**config.mk**
```make
export PLATFORM = sky130hd
export DESIGN_NAME = apb4_archinfo_init
export DESIGN_NICKNAME = d
export VERILOG_FILES = /design/src/rtl/archinfo_pkg.sv /design/src/rtl/apb4_archinfo_init.sv
export SDC_FILE = /design/constraint.sdc
export NUM_CORES = 1
export LEC_CHECK = 0
export CAP_MARGIN = 15
export CORE_MARGIN = 5
export CORE_UTILIZATION = 35
export CTS_CLUSTER_DIAMETER = 60
export DETAILED_ROUTE_END_ITERATION = 7
export PLACE_DENSITY = 0.81
export SYNTH_ARGS = -nofsm -noshare
export SYNTH_HDL_FRONTEND = slang
export SYNTH_SLANG_ARGS = --single-unit
```
**constraint.sdc**
```tcl
create_clock -name pclk -period 2.15 [get_ports pclk]
set_input_delay 0.3225 -clock pclk [delete_from_list [all_inputs] [get_ports pclk]]
set_output_delay 0.3225 -clock pclk [all_outputs]
set_load 0.02 [all_outputs]
```
**src/rtl/archinfo_pkg.sv**
```systemverilog
// Shared definitions for the archinfo init sequencer.
// Holds the register offsets of the archinfo slave, the sequencer step enum,
// the error code enum and the FSM state enum, plus small helpers that map a
// step to its register slot, byte offset and direction.
package archinfo_pkg;

    localparam logic [31:0] OFF_SYS = 32'h0000_0000;
    localparam logic [31:0] OFF_IDL = 32'h0000_0004;
    localparam logic [31:0] OFF_IDH = 32'h0000_0008;

    typedef enum logic [1:0] {
        ST_IDLE   = 2'd0,
        ST_SETUP  = 2'd1,
        ST_ACCESS = 2'd2,
        ST_DONE   = 2'd3
    } state_e;

    // Three writes followed by three read-backs, in register order.
    typedef enum logic [2:0] {
        STEP_W_SYS = 3'd0,
        STEP_W_IDL = 3'd1,
        STEP_W_IDH = 3'd2,
        STEP_R_SYS = 3'd3,
        STEP_R_IDL = 3'd4,
        STEP_R_IDH = 3'd5
    } step_e;

    typedef enum logic [1:0] {
        ERR_NONE     = 2'd0,
        ERR_SLVERR   = 2'd1,
        ERR_MISMATCH = 2'd2,
        ERR_TIMEOUT  = 2'd3
    } err_code_e;

    // Register slot (0 SYS, 1 IDL, 2 IDH) addressed by a step: step % 3.
    function automatic logic [1:0] step_slot(input step_e s);
        logic [2:0] v;
        v = s;
        return (v >= 3'd3) ? 2'(v - 3'd3) : v[1:0];
    endfunction

    function automatic logic [31:0] slot_offset(input logic [1:0] slot);
        case (slot)
            2'd0:    return OFF_SYS;
            2'd1:    return OFF_IDL;
            default: return OFF_IDH;
        endcase
    endfunction

    function automatic logic step_is_write(input step_e s);
        return (s <= STEP_W_IDH);
    endfunction

endpackage

```
**src/rtl/apb4_archinfo_init.sv**
```systemverilog
// APB4 master sequencer that programs the archinfo register block.
// After reset (AUTO_START) or on start_i it writes SYS, IDL and IDH with the
// configured values, reads each back and compares, then reports done/error.
//
// Ports
//   pclk, presetn       clock, asynchronous active-low reset
//   start_i             launch request, sampled only in IDLE or DONE
//   busy_o              sequence in progress (SETUP/ACCESS)
//   done_o              sequence finished, held until the next launch
//   err_o               with done_o: 1 = aborted or read-back mismatch
//   err_step_o          step of the first failure (0-2 writes, 3-5 reads)
//   err_code_o          0 none, 1 pslverr, 2 mismatch, 3 timeout
//   paddr_o..pstrb_o    APB4 master request signals
//   pready_i, prdata_i,
//   pslverr_i           APB4 slave response signals
//
// APB handshake: a transfer completes on the first cycle where
// psel_o & penable_o & pready_i are all high; prdata_i and pslverr_i are only
// looked at in that cycle. All request signals stay stable through ACCESS.
module apb4_archinfo_init
    import archinfo_pkg::*;
#(
    parameter logic [31:0] BASE_ADDR  = 32'h0000_0000,
    parameter logic [31:0] SYS_VAL    = 32'h0000_0000,
    parameter logic [31:0] IDL_VAL    = 32'h0000_0000,
    parameter logic [31:0] IDH_VAL    = 32'h0000_0000,
    parameter bit          AUTO_START = 1'b1,
    parameter int unsigned TIMEOUT    = 16
) (
    input  logic        pclk,
    input  logic        presetn,
    input  logic        start_i,
    output logic        busy_o,
    output logic        done_o,
    output logic        err_o,
    output logic [2:0]  err_step_o,
    output logic [1:0]  err_code_o,
    output logic [31:0] paddr_o,
    output logic [2:0]  pprot_o,
    output logic        psel_o,
    output logic        penable_o,
    output logic        pwrite_o,
    output logic [31:0] pwdata_o,
    output logic [3:0]  pstrb_o,
    input  logic        pready_i,
    input  logic [31:0] prdata_i,
    input  logic        pslverr_i
);

    localparam int              CW      = $clog2(TIMEOUT + 1);
    // The cycle that would bring the wait counter to TIMEOUT is the last one.
    localparam logic [CW-1:0]   TO_LAST = CW'(TIMEOUT - 1);

    state_e          state_q, state_d;
    step_e           step_q, step_d;
    logic [CW-1:0]   cnt_q, cnt_d;
    logic            first_q;
    logic            err_q, err_d;
    logic [2:0]      err_step_q, err_step_d;
    err_code_e       err_code_q, err_code_d;

    logic            in_xfer;
    logic            is_write;
    logic [1:0]      slot;
    logic [31:0]     cur_val;
    logic            abort;
    err_code_e       abort_code;

    assign in_xfer  = (state_q == ST_SETUP) || (state_q == ST_ACCESS);
    assign is_write = step_is_write(step_q);
    assign slot     = step_slot(step_q);

    always_comb begin
        cur_val = SYS_VAL;
        case (slot)
            2'd0:    cur_val = SYS_VAL;
            2'd1:    cur_val = IDL_VAL;
            default: cur_val = IDH_VAL;
        endcase
    end

    always_ff @(posedge pclk or negedge presetn) begin
        if (!presetn) begin
            state_q    <= ST_IDLE;
            step_q     <= STEP_W_SYS;
            cnt_q      <= '0;
            first_q    <= 1'b1;
            err_q      <= 1'b0;
            err_step_q <= 3'd0;
            err_code_q <= ERR_NONE;
        end else begin
            state_q    <= state_d;
            step_q     <= step_d;
            cnt_q      <= cnt_d;
            first_q    <= 1'b0;
            err_q      <= err_d;
            err_step_q <= err_step_d;
            err_code_q <= err_code_d;
        end
    end

    always_comb begin
        state_d    = state_q;
        step_d     = step_q;
        cnt_d      = cnt_q;
        err_d      = err_q;
        err_step_d = err_step_q;
        err_code_d = err_code_q;
        abort      = 1'b0;
        abort_code = ERR_NONE;

        unique case (state_q)
            ST_IDLE, ST_DONE: begin
                // first_q is only high on the first cycle after reset release,
                // so the automatic launch happens exactly once per reset.
                if (start_i || ((state_q == ST_IDLE) && AUTO_START && first_q)) begin
                    state_d    = ST_SETUP;
                    step_d     = STEP_W_SYS;
                    err_d      = 1'b0;
                    err_step_d = 3'd0;
                    err_code_d = ERR_NONE;
                end
            end
            ST_SETUP: begin
                state_d = ST_ACCESS;
                cnt_d   = '0;
            end
            ST_ACCESS: begin
                if (pready_i) begin
                    if (pslverr_i) begin
                        abort      = 1'b1;
                        abort_code = ERR_SLVERR;
                    end else if (!is_write && (prdata_i != cur_val)) begin
                        abort      = 1'b1;
                        abort_code = ERR_MISMATCH;
                    end else if (step_q == STEP_R_IDH) begin
                        state_d = ST_DONE;
                    end else begin
                        step_d  = step_e'(step_q + 3'd1);
                        state_d = ST_SETUP;
                    end
                end else if (cnt_q == TO_LAST) begin
                    abort      = 1'b1;
                    abort_code = ERR_TIMEOUT;
                end else begin
                    cnt_d = cnt_q + CW'(1);
                end
            end
            default: state_d = ST_IDLE;
        endcase

        if (abort) begin
            state_d    = ST_DONE;
            err_d      = 1'b1;
            err_step_d = step_q;
            err_code_d = abort_code;
        end
    end

    // Bus outputs are decoded from registered state so reset clears them
    // asynchronously; everything is driven to zero outside a transfer.
    assign psel_o     = in_xfer;
    assign penable_o  = (state_q == ST_ACCESS);
    assign pwrite_o   = in_xfer && is_write;
    assign paddr_o    = in_xfer ? (BASE_ADDR + slot_offset(slot)) : 32'h0;
    assign pwdata_o   = (in_xfer && is_write) ? cur_val : 32'h0;
    assign pstrb_o    = (in_xfer && is_write) ? 4'hF : 4'h0;
    assign pprot_o    = 3'b000;

    assign busy_o     = in_xfer;
    assign done_o     = (state_q == ST_DONE);
    assign err_o      = err_q;
    assign err_step_o = err_step_q;
    assign err_code_o = err_code_q;

endmodule

```
==> flow_summary.ini <==
[outcome]
status = finished, final reports clean

[global_routing]
grt_first_pass_wirelength_mm = 5.71
grt_use_total = 0.111
grt_overflow_total = 0
grt_pass1_vias = 1328
grt_max_degree = 18
antenna_found_initial = 0

[critical_path]
required_ps = 1830
critical_path_buf_inv_count = 2
worstPathMaxFanout = 9
crit_chain = inv_1 -> ha_2 -> clkdlybuf4s50_1
critical-path-top-delay-family = buffers and inverters
crit_type = flop to output port
cp-start-kind = flop
critPathMaxStageDelay_ps = 640
cp_slowest_cell = clkdlybuf4s50_1
path_depth = 3
r2r_cells = 8
crit_arrival_ps = 1710
end_kind = output port

[layout]
fin_cells = 313
final_util = 0.456
final_cell_mix = 66 x conb_1, 44 x clkdlybuf4s50_1, 21 x nand2_1
n_antenna_cell = 0
fill_cells = 441
finalNetCount = 307
syn_to_final_growth_pct = 27.6
drive_above_1_share = 0.124
layout_commonest_cell = conb_1

[clocking]
clockBufferDepth = 2
htree_num_levels = 1
tritoncts = done
clk_latency_ps = 250
cts_buffers = 3
clock_sinks = 17
cts-resized-gates = 10
clk_pin_slew_ps = 70
post_cts_buffers = 0
cts-root-buf = clkbuf_8
holdBufCountCts = 0

[worst_hold_path]
holdCritPathClass = primary input to asynchronous set/reset pin

[synth]
yosys_most_used_dff = dfrtp_1
ys_async_sr_fraction = 1.00
ys_seq_elements = 17
syn_inst = 193
synthesis.area_um2 = 1670
seq_area_frac_synth = 0.256
synth.yosys.warnings = 0
synth-edff-count = 0
synth.avg_cell_area_um2 = 8.63
yosysUniqueCellTypes = 44

[detailed_routing]
drc = 0
dr.first_iter.drc_count = 88
vias = 1359
drt.antenna.violating_nets = 0
wl_mm = 3.64
wl_per_cell_um = 11.6
drt_first_pass_iters = 4
post_drt_via_cell_ratio = 4.34

[timing]
slew_viol_final = 0
hold_ws_ps = 395
fin_worst_skew_ps = 2.17
final-setup-viol-count = 0
fmax_mhz = 491
finalCritPeriodShare = 0.948
rsz0062_at_grt = no
final-hold-violation-count = 0
setup_tns_ps = 0
finalCriticalPeriod_ps = 2040

[pwr]
pwr_density_cell_nw_per_um2 = 942
cellLeakagePower_nw = 1.06
vdd_drop_max_v = 0.000467

[die]
die-area_um2 = 6240
rows = 25
pin_count = 119
chipHeight_um = 79.0
core_area_um2 = 4660
initial_core_util = 0.357
die_w_um = 79.0

[flow_run]
cap_violations = 0

[placement]
io_buffer_count = 53
hpwl_mm = 3.18
placed_cells = 309
gp_congestion = 0.863
[cells in the mapped netlist (all sizes together), types with 2 or more instances]
master / n / share of area
mux2i: 4 / 0.024
and4: 2 / 0.013
a21oi: 2 / 0.0083
nor4: 8 / 0.038
nor2: 2 / 0.0045
o31ai: 2 / 0.0090
o211ai: 5 / 0.023
a21o: 3 / 0.014
nand2: 21 / 0.047
o21ai: 7 / 0.021
nor3: 3 / 0.0090
dfrtp: 16 / 0.24
ha: 10 / 0.075
and3: 2 / 0.0075
clkbuf: 2 / 0.0045
o221ai: 2 / 0.011
inv: 9 / 0.020
buf: 70 / 0.32
and2: 2 / 0.0075
a22o: 2 / 0.011
[worst register-to-register path: cells and delay by family, from the launching register on]
family | cells | cell delay [ps]
compound gates | 4 | 650
fa+ha+maj | 1 | 350
buf+inv | 2 | 280
flops | 1 | 370
simple gates | 1 | 250
[worst paths after layout]
kind                            start         to  slack [ps]
hold / removal                presetn   cnt_q[0]         400
hold reg to reg              cnt_q[3]   cnt_q[3]         480
min in group pclk            cnt_q[3]   cnt_q[3]         480
setup reg to reg           state_q[0]  step_q[1]         130
setup / recovery           state_q[0]  penable_o         110
max in group asynchronous     presetn    first_q        1500
[stage by stage]
step	power [mW]	setup slack, ps	cell area, um2
after floorplan	1.44	77.1	1910
after global placement	1.84	-105	2090
after detailed placement	1.86	-125	2090
after CTS	2.01	8.04	2130
after global routing	2.14	10.0	2120
final	2.00	113	2120
[flip-flops by register name, indices dropped and copies added (netlist names)]
signal      count
err_code_o      2
first_q         1
state_q         2
err_o           1
cnt_q           5
step_q          3
err_step_o      3
[final cells by class]
type	count	area [um2]	area share
clock inverter	1	5.00	0.00236
sequential	17	427	0.201
timing repair buffer	69	632	0.297
clock buffer	3	41.3	0.0194
tap	54	67.6	0.0318
inverter	9	33.8	0.0159
multi-input combinational	160	918	0.432
[report_power, final]
part | internal (mW) | switching (mW)
Sequential | 0.383 | 0.0431
Combinational | 0.531 | 0.807
Clock | 0.128 | 0.109
Total | 1.04 | 0.959
[layer usage]
metal | vias to the layer above | wire [um] | GRT usage
li1 | 661 | - | -
met1 | 618 | 1390 | 0.130
met2 | 78 | 1870 | 0.202
met3 | 2 | 328 | 0.0147
met4 | 0 | 46 | 0.0464
met5 | - | 0 | 0
[kinds of logic after synthesis]
logic type	count (synthesis)	synth area share
other	1	0.00225
adders and majority gates	10	0.0751
and+or+nand+nor	46	0.154
muxes	4	0.0240
buffers and inverters	81	0.340
AOI/OAI and AO/OA	34	0.148
DFF	17	0.256
(Power assumes the default switching activity.)
